$ cat src/rtl/lspc_vram_cpu_port.sv
// lspc_vram_cpu_port: CPU-side VRAM engine with auto-incrementing pointer,
// slot-timed writes to low/high VRAM and prefetch of both read buses.
module lspc_vram_cpu_port #(
    parameter int HIGH_AW = 11
) (
    input  logic        CLK,
    input  logic        RESET,
    input  logic        CPU_SLOT,
    input  logic        WR_VRAM_ADDR,
    input  logic        nVRAM_WRITE_REQ,
    input  logic [15:0] REG_VRAMADDR,
    input  logic [15:0] REG_VRAMMOD,
    input  logic [15:0] REG_VRAMRW,
    input  logic [15:0] VRAM_LOW_DIN,
    input  logic [15:0] VRAM_HIGH_DIN,
    output logic        VRAM_WRITE_ACK,
    output logic [15:0] CPU_VRAM_ADDR,
    output logic [15:0] CPU_VRAM_WDATA,
    output logic        CPU_VRAM_WE_LOW,
    output logic        CPU_VRAM_WE_HIGH,
    output logic        CPU_VRAM_RD,
    output logic [15:0] VRAM_LOW_READ,
    output logic [15:0] VRAM_HIGH_READ,
    output logic        BUSY
);
    typedef enum logic [1:0] {IDLE, WR_WAIT, RD_WAIT, RD_CAP} state_t;

    state_t      state, state_nxt;
    logic [15:0] ptr;
    logic        wr_addr_d, load_now, load_pend, ack_lock, pend_clr;
    logic        wr_slot, load_edge;

    if (HIGH_AW < 1 || HIGH_AW > 15) begin : g_chk
        $error("HIGH_AW must be within 1..15");
    end

    assign load_edge        = WR_VRAM_ADDR & ~wr_addr_d;
    assign wr_slot          = (state == WR_WAIT) & CPU_SLOT;
    assign CPU_VRAM_WE_LOW  = wr_slot & ~ptr[15];
    assign CPU_VRAM_WE_HIGH = wr_slot & ptr[15];
    assign CPU_VRAM_RD      = (state == RD_WAIT) & CPU_SLOT;
    assign CPU_VRAM_ADDR    = ptr;
    assign CPU_VRAM_WDATA   = REG_VRAMRW;
    assign BUSY             = (state != IDLE) | load_pend;

    always_ff @(posedge CLK or negedge RESET) begin
        if (!RESET) state <= IDLE;
        else        state <= state_nxt;
    end

    always_comb begin
        state_nxt = state;
        pend_clr  = 1'b0;
        case (state)
            IDLE: begin
                if (load_pend) begin
                    state_nxt = RD_WAIT;
                    pend_clr  = 1'b1;
                end else if (!nVRAM_WRITE_REQ && !ack_lock) begin
                    state_nxt = WR_WAIT;
                end
            end
            WR_WAIT: state_nxt = CPU_SLOT ? RD_WAIT : WR_WAIT;
            RD_WAIT: state_nxt = CPU_SLOT ? RD_CAP : RD_WAIT;
            default: begin
                state_nxt = load_pend ? RD_WAIT : IDLE;
                pend_clr  = load_pend;
            end
        endcase
    end

    always_ff @(posedge CLK or negedge RESET) begin
        if (!RESET) begin
            // strobe idles high, so the edge detector starts high to avoid a phantom load
            wr_addr_d      <= 1'b1;
            load_now       <= 1'b0;
            load_pend      <= 1'b0;
            ack_lock       <= 1'b0;
            ptr            <= 16'h0000;
            VRAM_WRITE_ACK <= 1'b0;
            VRAM_LOW_READ  <= 16'h0000;
            VRAM_HIGH_READ <= 16'h0000;
        end else begin
            wr_addr_d      <= WR_VRAM_ADDR;
            load_now       <= load_edge;
            load_pend      <= load_edge | (load_pend & ~pend_clr);
            VRAM_WRITE_ACK <= wr_slot;
            ack_lock       <= wr_slot | (ack_lock & ~nVRAM_WRITE_REQ);
            if (load_now)
                ptr <= REG_VRAMADDR;
            else if (wr_slot)
                ptr <= {ptr[15], ptr[14:0] + REG_VRAMMOD[14:0]};
            if (state == RD_CAP) begin
                VRAM_LOW_READ  <= VRAM_LOW_DIN;
                VRAM_HIGH_READ <= VRAM_HIGH_DIN;
            end
        end
    end
endmodule

$ cat config.mk
export PLATFORM = sky130hd
export DESIGN_NAME = lspc_vram_cpu_port
export DESIGN_NICKNAME = d
export VERILOG_FILES = /design/src/rtl/lspc_vram_cpu_port.sv
export SDC_FILE = /design/constraint.sdc
export NUM_CORES = 1
export LEC_CHECK = 0
export CORE_UTILIZATION = 45
export CTS_CLUSTER_DIAMETER = 40
export DETAILED_ROUTE_END_ITERATION = 12
export DONT_BUFFER_PORTS = 1
export GPL_ROUTABILITY_DRIVEN = 0
export GPL_TIMING_DRIVEN = 0
export PLACE_DENSITY_LB_ADDON = 0.15
export SLEW_MARGIN = 0
export SYNTH_ARGS = -nofsm -noshare
export SYNTH_HDL_FRONTEND = slang
export SYNTH_SLANG_ARGS = --single-unit
$ cat constraint.sdc
create_clock -name CLK -period 2 [get_ports CLK]
set_clock_uncertainty 0.15 [all_clocks]
set_input_delay 0.4 -clock CLK [delete_from_list [all_inputs] [get_ports CLK]]
set_output_delay 0.4 -clock CLK [all_outputs]
set_load 0.1 [all_outputs]
Word-level counts from Yosys, hierarchy flattened

Index checks and enable logic that the tools add are counted.

Register bits after elaboration: 55
Latch bits: 0
Memory bits (writable): 0
Memory bits (read-only): 0
Output and inout bits: 69
Word-level logic and storage cells: 46
Memories: 0

Add/sub/neg operators: 1
Multiply operators: 0
Divide/modulo/power cells: 0
Order comparisons: 0
Equal/unequal tests: 4
Shifts and indexed selects: 0
Multiplexer cells: 10
Bitwise gates (word level): 14
Reduce and logical (&&, ||, !) cells: 7

Operators with widths:

| kind                                                                  | count |
|---|---|
| 16-bit 2-to-1 mux                                                     | 1 |
| 15-bit adder                                                          | 1 |
| 15-bit 2-to-1 mux                                                     | 1 |
| 2-bit 2-to-1 mux                                                      | 4 |
| 1-bit bitwise AND                                                     | 7 |
| 2-bit one-hot mux with 3 select lines                                 | 1 |
| 2-bit equality test, second input constant                            | 2 |
| 1-bit NOT                                                             | 4 |
| 2-bit nonzero test                                                    | 2 |
| 3-bit != test, second input constant                                  | 1 |
| 1-bit bitwise OR                                                      | 3 |
| 2-bit by 1-bit equality test with 1-bit output, second input constant | 1 |
| 1-bit zero test                                                       | 2 |
| 2-bit zero test                                                       | 1 |
| 1-bit 2-to-1 mux                                                      | 2 |
| 1-bit one-hot mux with 2 select lines                                 | 1 |
| 2-bit OR reduction                                                    | 1 |
| 1-bit logical AND                                                     | 1 |

Longest topological paths before layout

Gate-level depths: netlist of the first run.

Depth after elaboration: 6
Depth in mapped cells: 8
Gate-level depth less buffers: 8

Least setup slack after synthesis of the first run

Ideal clock, no wire load.

Path kind: reg2out
Start: register state[1]
End: output CPU_VRAM_WE_LOW
Data arrival time: 2.365 ns
Setup slack: -0.915 ns
Cell stages (with the launch flop): 7
Path through: dfrtp_1 -> inv_1 -> ha_1 -> nand2_1 -> clkbuf_1 -> clkbuf_1 -> nor2_1

Longest elaborated chain between the ends: 3

RTL lines:

| what                                           | line | RTL |
|---|---|---|
| from (decl)                                    | 28   | `state_t state, state_nxt;` |
| from (signal assigned)                         | 48   | `else state <= state_nxt;` |
| 2-bit by 1-bit equality test with 1-bit output | 38   | `assign wr_slot = (state == WR_WAIT) & CPU_SLOT;` |
| 1-bit bitwise AND                              | 38   |  |
| 1-bit bitwise AND                              | 39   | `assign CPU_VRAM_WE_LOW = wr_slot & ~ptr[15];` |
| to (decl)                                      | 19   | `output logic CPU_VRAM_WE_LOW,` |

Every way passes these cells.

Worst setup path in the final report of the first run

Start: register ptr[0] (netlist: CPU_VRAM_ADDR[0])
End: register ptr[12] (netlist: CPU_VRAM_ADDR[12])

Longest elaborated chain between the ends: 3

RTL lines:

| what                   | line | RTL |
|---|---|---|
| from (decl)            | 29   | `logic [15:0] ptr;` |
| from (signal assigned) | 92   | `ptr <= {ptr[15], ptr[14:0] + REG_VRAMMOD[14:0]};` |
| 15-bit adder           | 92   |  |
| 15-bit 2-to-1 mux      | 91   | `else if (wr_slot)` |
| 16-bit 2-to-1 mux      | 89   | `if (load_now)` |

Every way passes these cells. The select of a mux whose other input is x is not followed.
A chain may end at the register's enable or synchronous reset.

==> metrics.txt, run 1 <==
# TYPE chip_impl_metric gauge
chip_impl_info{name="outcome",value="finished with violations"} 1
chip_impl_info{name="violations_in_the_final_reports",value="setup timing"} 1
chip_impl_metric{name="h-tree-depth",unit=""} 2
chip_impl_metric{name="area_delta_synth_final",unit="%"} 23.2
chip_impl_metric{name="chipHeight",unit="um"} 85.1
chip_impl_metric{name="setup_viol",unit=""} 14
chip_impl_info{name="root_buffer",value="sky130_fd_sc_hd__clkbuf_8"} 1
chip_impl_metric{name="antennaDiodeCount",unit=""} 0
chip_impl_metric{name="initial_antenna_violation_count",unit=""} 0
chip_impl_metric{name="critPathMaxStageDelay",unit="ps"} 640
chip_impl_info{name="setup.worst_path.start_class",value="flip-flop"} 1
chip_impl_info{name="ys_dominant_reg_cell",value="sky130_fd_sc_hd__dfrtp_1"} 1
chip_impl_info{name="worst_path_max_delay_cell",value="sky130_fd_sc_hd__dfrtp_4"} 1
chip_impl_metric{name="fill_cells",unit=""} 539
chip_impl_metric{name="fin_hold_viols",unit=""} 0
chip_impl_metric{name="worst_setup_hold_path_clk_slew",unit="ps"} 100
chip_impl_metric{name="mappedNetlistArea",unit="sq um"} 3110
chip_impl_info{name="grt_setup_unrepaired",value="yes"} 1
chip_impl_metric{name="fp.coreArea",unit="sq um"} 6490
chip_impl_metric{name="grt_overflow_total",unit=""} 0
chip_impl_metric{name="ant_nets",unit=""} 0
chip_impl_info{name="capturing_element_type_of_the_critical_path",value="flip-flop"} 1
chip_impl_metric{name="via_count",unit=""} 2332
chip_impl_metric{name="layout_setup_ws",unit="ps"} -450
chip_impl_metric{name="final_layout_size_suffix_gt1_share",unit="%"} 41.9
chip_impl_metric{name="wl_per_cell",unit="um"} 19.0
chip_impl_metric{name="final_net_count",unit=""} 426
chip_impl_metric{name="cts.sink_count",unit=""} 55
chip_impl_metric{name="synth_async_sr_flop_share",unit="%"} 100
chip_impl_metric{name="initial_utilization",unit="%"} 47.9
chip_impl_metric{name="synth_seq_cells",unit=""} 55
chip_impl_metric{name="synth_area_per_cell",unit="sq um"} 10.5
chip_impl_metric{name="dr.first_iter.drc_count",unit=""} 93
chip_impl_metric{name="die_area",unit="sq um"} 7250
chip_impl_metric{name="first_global_vias",unit=""} 2434
chip_impl_metric{name="post-place-ws",unit="ps"} -627
chip_impl_metric{name="cts_made_buffers",unit=""} 5
chip_impl_metric{name="worst_slew_pin_slew",unit="ps"} 979
chip_impl_metric{name="synth-seq-area-share",unit="%"} 44.3
chip_impl_metric{name="yosys_warnings",unit=""} 0
chip_impl_info{name="ys_top_cells_by_area",value="sky130_fd_sc_hd__dfrtp_1, sky130_fd_sc_hd__mux2_2, sky130_fd_sc_hd__ha_1"} 1
chip_impl_metric{name="unique_masters_post_synth",unit=""} 46
chip_impl_metric{name="worstPathMaxFanout",unit=""} 3
chip_impl_metric{name="drv_slew",unit=""} 0
chip_impl_metric{name="post-synth-top-area-fraction",unit="%"} 43.5
chip_impl_metric{name="drt_pass1_iterations",unit=""} 4
chip_impl_info{name="holdCritPathClass",value="primary input to flip-flop"} 1
chip_impl_metric{name="critical_path_arrival",unit="ps"} 2490
chip_impl_metric{name="dpl.hpwl",unit="um"} 5370
chip_impl_metric{name="number_of_port_buffers",unit=""} 0
chip_impl_info{name="yosys.area.top_type",value="sky130_fd_sc_hd__dfrtp_1"} 1
chip_impl_metric{name="period_needed",unit="ps"} 2450
chip_impl_info{name="cp_cell_sequence",value="ha_4 > fa_2 > a211oi_2 > o21a_1 > o21bai_2 > a211oi_2 > or3_1 > nand3_1"} 1
chip_impl_metric{name="crit_required",unit="ps"} 2040
chip_impl_metric{name="clkLatencyLatePin",unit="ps"} 310
chip_impl_info{name="critical-path-top-cell-by-count",value="sky130_fd_sc_hd__a211oi_2"} 1
chip_impl_metric{name="globalRouteTotalUtil",unit="%"} 21.0
chip_impl_metric{name="share_of_the_cycle_needed_by_the_critical_path_after_routing",unit="%"} 123
chip_impl_metric{name="number_of_synthesized_flops_with_an_enable_pin",unit=""} 0
chip_impl_info{name="path_class",value="flip-flop to flip-flop"} 1
chip_impl_metric{name="num_rows",unit=""} 29
chip_impl_metric{name="syn-instance-count",unit=""} 296
chip_impl_metric{name="max_cap_viol_count",unit=""} 0
chip_impl_metric{name="die_w",unit="um"} 85.1
chip_impl_metric{name="grt_first_pass_wirelength",unit="um"} 11800
chip_impl_metric{name="routed_wl",unit="um"} 7570
chip_impl_metric{name="clock_tree.buffer_depth",unit=""} 2
chip_impl_metric{name="drt_drc_violations_left",unit=""} 0
chip_impl_metric{name="synth_nets",unit=""} 401
chip_impl_metric{name="top_level_ports",unit=""} 154
chip_impl_metric{name="max-slew-margin-rel",unit="%"} 34.7
chip_impl_metric{name="grt_max_degree",unit=""} 56
chip_impl_metric{name="max_freq",unit="MHz"} 408
chip_impl_info{name="cts_tree",value="done"} 1
chip_impl_metric{name="routed_via_density",unit=""} 5.84
==> cells in the final DEF (no fill, tap or decap), drive strengths merged, types with 7 or more instances in the layout <==
master  netlist  final
buf          20     34
a21o          8      8
inv          11     12
mux2         33     33
o21ai        22     22
nand2        16     16
a211oi        7      7
a21oi        25     25
and3         10     10
nor2         11     11
ha           19     19
dfrtp        54     54
clkbuf        8     16
==> routing by layer <==
layer  track usage, %  share of wire, %  vias up
met5                0                 0        -
met4             7.70               2.2        0
met3             5.93               8.5       16
met2             36.2                51      109
met1             25.1                38     1116
li1                 -                 -     1091
==> repair_timing <==
item,4_1_cts,5_1_grt
buffers inserted,7,10
gates cloned,0,0
hold endpoints to repair,56,0
resized for setup,45,16
hold buffers,3,0
endpoints found under the setup margin,19,37
pin swaps,12,12
==> worst max-delay path, delay by kind of cell, from the launching register on <==
kind | cells | cell delay (ps)
compound gates | 4 | 740
fa+ha+maj | 2 | 580
flops | 1 | 640
simple gates | 2 | 210
==> sequential cells by signal, summed over array words and instances (netlist names) <==
register	flops
load_now	1
ack_lock	1
VRAM_HIGH_READ	16
wr_addr_d	1
VRAM_LOW_READ	16
VRAM_WRITE_ACK	1
state	2
CPU_VRAM_ADDR	16
load_pend	1
==> final timing paths <==
kind	startpoint	endpoint	slack, ps	depth (start not counted)
setup / recovery	CPU_VRAM_ADDR[0]	CPU_VRAM_ADDR[12]	-450	8
max in group asynchronous	RESET	wr_addr_d	970	2
hold / removal	nVRAM_WRITE_REQ	ack_lock	30	1
hold reg to reg	ack_lock	ack_lock	400	2
setup reg to reg	CPU_VRAM_ADDR[0]	CPU_VRAM_ADDR[12]	-450	8
min in group asynchronous	RESET	VRAM_HIGH_READ[6]	440	2
==> area by class of cell <==
type	instances	area, sq um	area share (%)
plain buffers	27	208	5.42
well taps	77	96.3	2.52
repair buffers	19	179	4.67
multi-input cells	202	1770	46.3
clock buffers	6	82.6	2.16
clock inverters	2	20.0	0.523
inverters	11	41.3	1.08
flip-flops and latches	55	1430	37.3
==> kinds of logic after synthesis <==
| kind of cell | synth area share, % |
|---|---|
| adders and majority gates | 8.29 |
| and+or+nand+nor | 9.86 |
| muxes | 13.2 |
| buffers and inverters | 6.68 |
| xor gates and xnor gates | 1.13 |
| AOI/OAI and AO/OA | 16.5 |
| DFF | 44.3 |
==> cell usage after synthesis (all sizes together), types with 2 or more instances <==
| cell | number |
|---|---|
| buf | 20 |
| nand3 | 4 |
| mux2i | 4 |
| nor3b | 2 |
| xor2 | 3 |
| o21ai | 22 |
| o21bai | 2 |
| nand2 | 16 |
| a21o | 8 |
| dfrtp | 54 |
| clkbuf | 8 |
| and3 | 10 |
| nor3 | 6 |
| a21boi | 2 |
| mux2 | 33 |
| nor2 | 11 |
| a21oi | 25 |
| a211oi | 7 |
| ha | 19 |
| o21a | 6 |
| o211ai | 3 |
| and2 | 2 |
| nor2b | 2 |
| inv | 11 |
==> metrics by stage <==
step / cells / setup TNS, ps / hold WS [ps] / utilization, % / area, sq um
after floorplan: 296 / -2390 / -45.6 / - / 3240
after global placement: 373 / -6000 / -44.6 / 51.4 / 3340
after detailed placement: 373 / -6080 / -44.8 / 51.4 / 3340
after CTS: 390 / -4130 / 28.3 / 57.2 / 3720
after global routing: 399 / -6180 / 33.3 / 59.0 / 3830
final: 399 / -4700 / 33.3 / 59.0 / 3830
Power of run 1 is not shown: default switching activity piles up to over one toggle a cycle in this logic, so the estimate is an artifact.
==> run 2, diff against run 1 <==
--- a/config.mk
+++ b/config.mk
@@ -5,6 +5,7 @@
 export SDC_FILE = /design/constraint.sdc
 export NUM_CORES = 1
 export LEC_CHECK = 0
+export CAP_MARGIN = 25
 export CORE_UTILIZATION = 45
 export CTS_CLUSTER_DIAMETER = 40
 export DETAILED_ROUTE_END_ITERATION = 12
@@ -16,3 +17,4 @@
 export SYNTH_ARGS = -nofsm -noshare
 export SYNTH_HDL_FRONTEND = slang
 export SYNTH_SLANG_ARGS = --single-unit
+export TNS_END_PERCENT = 50
==> run 2 against run 1 <==
Compared with the run above:
- the run still ends with setup timing left
- first-iteration DRC count grew 17%
- via count increased by 1.1%
- critical path depth did not move
- global-route usage is 0.16 points lower
- clock-buffer cell count stayed put
- non-clock buffer count shrank 1
- core utilization fell by 0.25 points
- flip-flop and latch count stayed put
- hold slack got worse by 2.4 ps
- routed wire length is 1.6% lower
- fmax decreased by 1.4%
- largest cell class unchanged
==> metrics.txt, run 2 (same netlist as run 1, synthesis figures left out) <==
# TYPE chip_impl_metric gauge
chip_impl_info{name="capturing_element_type_of_the_critical_path",value="flip-flop"} 1
chip_impl_info{name="cts_tree",value="done"} 1
chip_impl_metric{name="setup_viol",unit=""} 13
chip_impl_metric{name="first_global_vias",unit=""} 2473
chip_impl_metric{name="drv_slew",unit=""} 0
chip_impl_metric{name="critical_path_arrival",unit="ps"} 2530
chip_impl_metric{name="num_rows",unit=""} 29
chip_impl_metric{name="worst_slew_pin_slew",unit="ps"} 983
chip_impl_metric{name="layout_setup_ws",unit="ps"} -486
chip_impl_metric{name="die_w",unit="um"} 85.1
chip_impl_metric{name="fin_hold_viols",unit=""} 0
chip_impl_metric{name="postLayoutCoreUtil",unit="%"} 58.7
chip_impl_metric{name="crit_required",unit="ps"} 2050
chip_impl_metric{name="via_count",unit=""} 2358
chip_impl_metric{name="cts.sink_count",unit=""} 55
chip_impl_metric{name="chipHeight",unit="um"} 85.1
chip_impl_metric{name="final_layout_size_suffix_gt1_share",unit="%"} 42.1
chip_impl_info{name="grt_setup_unrepaired",value="yes"} 1
chip_impl_metric{name="multiInputGateArea",unit="sq um"} 1800
chip_impl_metric{name="initial_antenna_violation_count",unit=""} 0
chip_impl_metric{name="area_delta_synth_final",unit="%"} 22.7
chip_impl_metric{name="worstPathMaxFanout",unit=""} 3
chip_impl_metric{name="area.sequential",unit="sq um"} 1430
chip_impl_info{name="worst_path_max_delay_cell",value="sky130_fd_sc_hd__dfrtp_4"} 1
chip_impl_metric{name="max-slew-margin-rel",unit="%"} 34.5
chip_impl_metric{name="wl_per_cell",unit="um"} 18.7
chip_impl_info{name="path_class",value="flip-flop to flip-flop"} 1
chip_impl_metric{name="cts_made_buffers",unit=""} 5
chip_impl_metric{name="dpl.hpwl",unit="um"} 5140
chip_impl_info{name="violations_in_the_final_reports",value="setup timing"} 1
chip_impl_metric{name="fp.coreArea",unit="sq um"} 6490
chip_impl_metric{name="globalRouteTotalUtil",unit="%"} 20.9
chip_impl_metric{name="ant_nets",unit=""} 0
chip_impl_info{name="holdCritPathClass",value="primary input to flip-flop"} 1
chip_impl_metric{name="final_net_count",unit=""} 425
chip_impl_metric{name="h-tree-depth",unit=""} 2
chip_impl_metric{name="dr.first_iter.drc_count",unit=""} 109
chip_impl_metric{name="grt_overflow_total",unit=""} 0
chip_impl_metric{name="fill_cells",unit=""} 555
chip_impl_metric{name="grt_max_degree",unit=""} 56
chip_impl_metric{name="antennaDiodeCount",unit=""} 0
chip_impl_metric{name="drt_drc_violations_left",unit=""} 0
chip_impl_metric{name="die_area",unit="sq um"} 7250
chip_impl_metric{name="clock_tree.buffer_depth",unit=""} 2
chip_impl_info{name="critical-path-top-cell-by-count",value="sky130_fd_sc_hd__a211oi_2"} 1
chip_impl_metric{name="finalSetupTns",unit="ps"} -3990
chip_impl_metric{name="routed_wl",unit="um"} 7450
chip_impl_metric{name="clkLatencyLatePin",unit="ps"} 310
chip_impl_info{name="root_buffer",value="sky130_fd_sc_hd__clkbuf_8"} 1
chip_impl_metric{name="period_needed",unit="ps"} 2490
chip_impl_metric{name="whs",unit="ps"} 30.8
chip_impl_metric{name="drt_pass1_iterations",unit=""} 4
chip_impl_metric{name="max_cap_viol_count",unit=""} 0
chip_impl_metric{name="grt_first_pass_wirelength",unit="um"} 11800
chip_impl_info{name="cp_cell_sequence",value="ha_4 > fa_2 > a211oi_2 > o21a_2 > o21bai_2 > a211oi_2 > or3_1 > nand3_1"} 1
chip_impl_metric{name="routed_via_density",unit=""} 5.92
chip_impl_info{name="outcome",value="finished with violations"} 1
chip_impl_info{name="final_common_cell",value="sky130_fd_sc_hd__dfrtp_1"} 1
chip_impl_metric{name="share_of_the_cycle_needed_by_the_critical_path_after_routing",unit="%"} 124
chip_impl_metric{name="top_level_ports",unit=""} 154
chip_impl_info{name="setup.worst_path.start_class",value="flip-flop"} 1
chip_impl_metric{name="initial_utilization",unit="%"} 47.9
chip_impl_info{name="final_cell_mix",value="sky130_fd_sc_hd__dfrtp_1, sky130_fd_sc_hd__mux2_2, sky130_fd_sc_hd__buf_4, sky130_fd_sc_hd__a21oi_1, sky130_fd_sc_hd__nand2_1"} 1
chip_impl_metric{name="max_freq",unit="MHz"} 402
chip_impl_metric{name="critPathMaxStageDelay",unit="ps"} 640
chip_impl_metric{name="number_of_port_buffers",unit=""} 0
chip_impl_metric{name="worst_setup_hold_path_clk_slew",unit="ps"} 110
run 2: changes by cell type in the layout (fill, tap and decap cells not counted), sizes merged:
cell	before	now
inv	12	11
clkinvlp	0	1
clkbuf	16	15
run 2: path summary, 6_finish.rpt:
path                            slack, ps        startpoint                end  cells after the start
worst max-delay path                 -490  CPU_VRAM_ADDR[0]  CPU_VRAM_ADDR[12]                      8
worst min-delay path                   30   nVRAM_WRITE_REQ           ack_lock                      1
worst max register to register       -490  CPU_VRAM_ADDR[0]  CPU_VRAM_ADDR[12]                      8
worst min register to register        400         load_pend          load_pend                      1
max in group asynchronous             940             RESET          wr_addr_d                      2
min in group asynchronous             460             RESET     VRAM_WRITE_ACK                      2
run 2: routing by layer:
| metal | vias to the layer above | part of all wire [%] | routed length, um | track usage [%] |
|---|---|---|---|---|
| li1 | 1095 | - | - | - |
| met1 | 1131 | 41 | 3050 | 25.2 |
| met2 | 117 | 49 | 3650 | 35.8 |
| met3 | 15 | 8.0 | 593 | 5.54 |
| met4 | 0 | 2.2 | 162 | 8.01 |
| met5 | - | 0 | 0 | 0 |
run 2: through the flow:
step / setup slack [ps] / cell area, sq um / cells
6_report: -486 / 3810 / 398
5_1_grt: -555 / 3810 / 398
4_1_cts: -460 / 3740 / 391
3_5_place_dp: -606 / 3330 / 373
3_3_place_gp: -575 / 3330 / 373
2_1_floorplan: -329 / 3230 / 296
run 2: repair_timing:
item / 4_1_cts / 5_1_grt
resized for setup: 51 / 17
setup buffers: 8 / 9
pin swaps: 21 / 12
hold buffers: 3 / 0
endpoints found under the setup margin: 19 / 46
endpoints found under the hold margin: 56 / 0
run 2: layout make-up:
| class | instances | share of cell area (%) |
|---|---|---|
| plain buffers | 26 | 4.66 |
| clock buffers | 6 | 2.17 |
| clock inverters | 2 | 0.427 |
| inverters | 11 | 1.08 |
| multi-input cells | 202 | 47.1 |
| flip-flops and latches | 55 | 37.6 |
| well taps | 77 | 2.53 |
| repair buffers | 19 | 4.49 |
run 2: worst max-delay path, delay by kind of cell, from the launching register on:
kind,cells,cell delay (ps)
compound gates,4,800
flops,1,640
fa+ha+maj,2,590
simple gates,2,200
Power of run 2 is left out for the same reason.
==> run 3, diff against run 2 <==
--- a/config.mk
+++ b/config.mk
@@ -13,6 +13,7 @@
 export GPL_ROUTABILITY_DRIVEN = 0
 export GPL_TIMING_DRIVEN = 0
 export PLACE_DENSITY_LB_ADDON = 0.15
+export SETUP_SLACK_MARGIN = 0.05
 export SLEW_MARGIN = 0
 export SYNTH_ARGS = -nofsm -noshare
 export SYNTH_HDL_FRONTEND = slang
==> run 3 against run 2 <==
Compared with the run above:
- the flow still finishes with violations (setup timing)
- routed wire length hardly changed
- first-iteration DRC count is 1.8% lower
- die area stayed put
==> metrics.txt, run 3 (same netlist as run 1, synthesis figures left out) <==
# TYPE chip_impl_metric gauge
chip_impl_metric{name="cts.sink_count",unit=""} 55
chip_impl_metric{name="period_needed",unit="ps"} 2490
chip_impl_metric{name="antennaDiodeCount",unit=""} 0
chip_impl_metric{name="crit_required",unit="ps"} 2050
chip_impl_metric{name="clock_tree.buffer_depth",unit=""} 2
chip_impl_metric{name="dr.first_iter.drc_count",unit=""} 107
chip_impl_metric{name="wl_per_cell",unit="um"} 18.7
chip_impl_metric{name="via_count",unit=""} 2358
chip_impl_metric{name="worst_slew_pin_slew",unit="ps"} 983
chip_impl_metric{name="critical_path_arrival",unit="ps"} 2530
chip_impl_metric{name="dpl.hpwl",unit="um"} 5140
chip_impl_metric{name="ant_nets",unit=""} 0
chip_impl_info{name="root_buffer",value="sky130_fd_sc_hd__clkbuf_8"} 1
chip_impl_metric{name="worst_setup_hold_path_clk_slew",unit="ps"} 110
chip_impl_metric{name="first_global_vias",unit=""} 2473
chip_impl_metric{name="num_rows",unit=""} 29
chip_impl_metric{name="whs",unit="ps"} 30.8
chip_impl_metric{name="share_of_the_cycle_needed_by_the_critical_path_after_routing",unit="%"} 124
chip_impl_info{name="capturing_element_type_of_the_critical_path",value="flip-flop"} 1
chip_impl_metric{name="fin_hold_viols",unit=""} 0
chip_impl_metric{name="chipHeight",unit="um"} 85.1
chip_impl_metric{name="routed_wl",unit="um"} 7450
chip_impl_metric{name="stdcell_count",unit=""} 398
chip_impl_metric{name="drt_pass1_iterations",unit=""} 4
chip_impl_info{name="min_from",value="nVRAM_WRITE_REQ"} 1
chip_impl_info{name="cts_tree",value="done"} 1
chip_impl_metric{name="clkLatencyLatePin",unit="ps"} 310
chip_impl_info{name="setup.worst_path.start_class",value="flip-flop"} 1
chip_impl_info{name="violations_in_the_final_reports",value="setup timing"} 1
chip_impl_metric{name="grt_max_degree",unit=""} 56
chip_impl_metric{name="worstPathMaxFanout",unit=""} 3
chip_impl_metric{name="top_level_ports",unit=""} 154
chip_impl_metric{name="fp.coreArea",unit="sq um"} 6490
chip_impl_metric{name="drv_slew",unit=""} 0
chip_impl_metric{name="max_cap_viol_count",unit=""} 0
chip_impl_metric{name="h-tree-depth",unit=""} 2
chip_impl_metric{name="globalRouteTotalUtil",unit="%"} 20.9
chip_impl_info{name="timing.rr.end",value="CPU_VRAM_ADDR[12]"} 1
chip_impl_metric{name="area_delta_synth_final",unit="%"} 22.7
chip_impl_metric{name="initial_antenna_violation_count",unit=""} 0
chip_impl_info{name="holdPathEnd",value="ack_lock"} 1
chip_impl_info{name="critical-path-top-cell-by-count",value="sky130_fd_sc_hd__a211oi_2"} 1
chip_impl_info{name="holdCritPathClass",value="primary input to flip-flop"} 1
chip_impl_info{name="cp_cell_sequence",value="ha_4 > fa_2 > a211oi_2 > o21a_2 > o21bai_2 > a211oi_2 > or3_1 > nand3_1"} 1
chip_impl_metric{name="fill_cells",unit=""} 555
chip_impl_info{name="final_cell_mix",value="sky130_fd_sc_hd__dfrtp_1, sky130_fd_sc_hd__mux2_2, sky130_fd_sc_hd__buf_4, sky130_fd_sc_hd__a21oi_1, sky130_fd_sc_hd__nand2_1"} 1
chip_impl_metric{name="number_of_port_buffers",unit=""} 0
chip_impl_metric{name="setup_viol",unit=""} 13
chip_impl_info{name="final_common_cell",value="sky130_fd_sc_hd__dfrtp_1"} 1
chip_impl_info{name="critical_register_to_register_path_startpoint",value="CPU_VRAM_ADDR[0]"} 1
chip_impl_metric{name="die_w",unit="um"} 85.1
chip_impl_metric{name="max-slew-margin-rel",unit="%"} 34.5
chip_impl_metric{name="cts_made_buffers",unit=""} 5
chip_impl_metric{name="grt_first_pass_wirelength",unit="um"} 11800
chip_impl_metric{name="initial_utilization",unit="%"} 47.9
chip_impl_metric{name="grt_overflow_total",unit=""} 0
chip_impl_metric{name="timing.reg2reg.worst_path_depth",unit=""} 8
chip_impl_metric{name="drt_drc_violations_left",unit=""} 0
chip_impl_info{name="outcome",value="finished with violations"} 1
chip_impl_metric{name="final_layout_size_suffix_gt1_share",unit="%"} 42.1
chip_impl_metric{name="multiInputGateArea",unit="sq um"} 1800
chip_impl_info{name="path_class",value="flip-flop to flip-flop"} 1
chip_impl_metric{name="critPathMaxStageDelay",unit="ps"} 640
chip_impl_metric{name="layout_setup_ws",unit="ps"} -486
chip_impl_metric{name="routed_via_density",unit=""} 5.92
chip_impl_metric{name="max_freq",unit="MHz"} 402
chip_impl_metric{name="post-place-ws",unit="ps"} -606
chip_impl_metric{name="finalSetupTns",unit="ps"} -4000
chip_impl_metric{name="area.sequential",unit="sq um"} 1430
chip_impl_metric{name="timing.reg2reg.setup_slack",unit="ps"} -490
chip_impl_info{name="grt_setup_unrepaired",value="yes"} 1
chip_impl_info{name="worst_path_max_delay_cell",value="sky130_fd_sc_hd__dfrtp_4"} 1
chip_impl_metric{name="worst_hold_stages",unit=""} 1
chip_impl_metric{name="final_net_count",unit=""} 425
chip_impl_metric{name="dpl.cell_count",unit=""} 373
chip_impl_metric{name="die_area",unit="sq um"} 7250
[run 3: cell types whose count changed in the layout (fill, tap and decap cells not counted)]
cell / before / now
sky130_fd_sc_hd__buf_2: 0 / 1
sky130_fd_sc_hd__clkbuf_2: 3 / 2
[run 3: how the worst max path moves through the flow]
stage	start	slack (ps)	end
floorplan	CPU_VRAM_ADDR[0]	-330	CPU_VRAM_ADDR[12]
global placement	state[1]	-580	CPU_VRAM_WE_LOW
detailed placement	state[1]	-610	CPU_VRAM_WE_LOW
CTS	CPU_VRAM_ADDR[0]	-460	CPU_VRAM_ADDR[12]
global route	CPU_VRAM_ADDR[0]	-560	CPU_VRAM_ADDR[8]
finish	CPU_VRAM_ADDR[0]	-490	CPU_VRAM_ADDR[12]
[run 3: timing repair]
action | 4_1_cts | 5_1_grt
hold buffers | 3 | 0
setup buffers | 8 | 9
pin swaps | 21 | 12
setup endpoints to repair | 19 | 49
endpoints found under the hold margin | 56 | 0
resized for setup | 51 | 18
[run 3: worst max-delay path, delay by kind of cell (launching register included)]
kind            cells  cell delay (ps)
compound gates      4              800
simple gates        2              200
flops               1              640
fa+ha+maj           2              590
[run 3: per-layer routing]
layer  vias to the layer above  share of wire [%]  global-route usage (%)
met1                      1131                 41                    25.2
met5                         -                  0                       0
met4                         0                2.2                    8.01
met2                       117                 49                    35.8
met3                        15                8.0                    5.54
li1                       1095                  -                       -
[run 3: layout make-up]
cell class | instances | share of cell area [%]
flip-flops and latches | 55 | 37.6
inverters | 11 | 1.08
multi-input cells | 202 | 47.1
clock buffers | 6 | 2.17
plain buffers | 26 | 4.66
clock inverters | 2 | 0.427
well taps | 77 | 2.53
repair buffers | 19 | 4.49
[run 3: stage by stage]
step / cell area, sq um / util [%]
global placement: 3330 / 51.2
detailed placement: 3330 / 51.2
CTS: 3740 / 57.5
floorplan: 3230 / -
finish: 3810 / 58.7
global route: 3810 / 58.7
Power of run 3 is left out for the same reason.
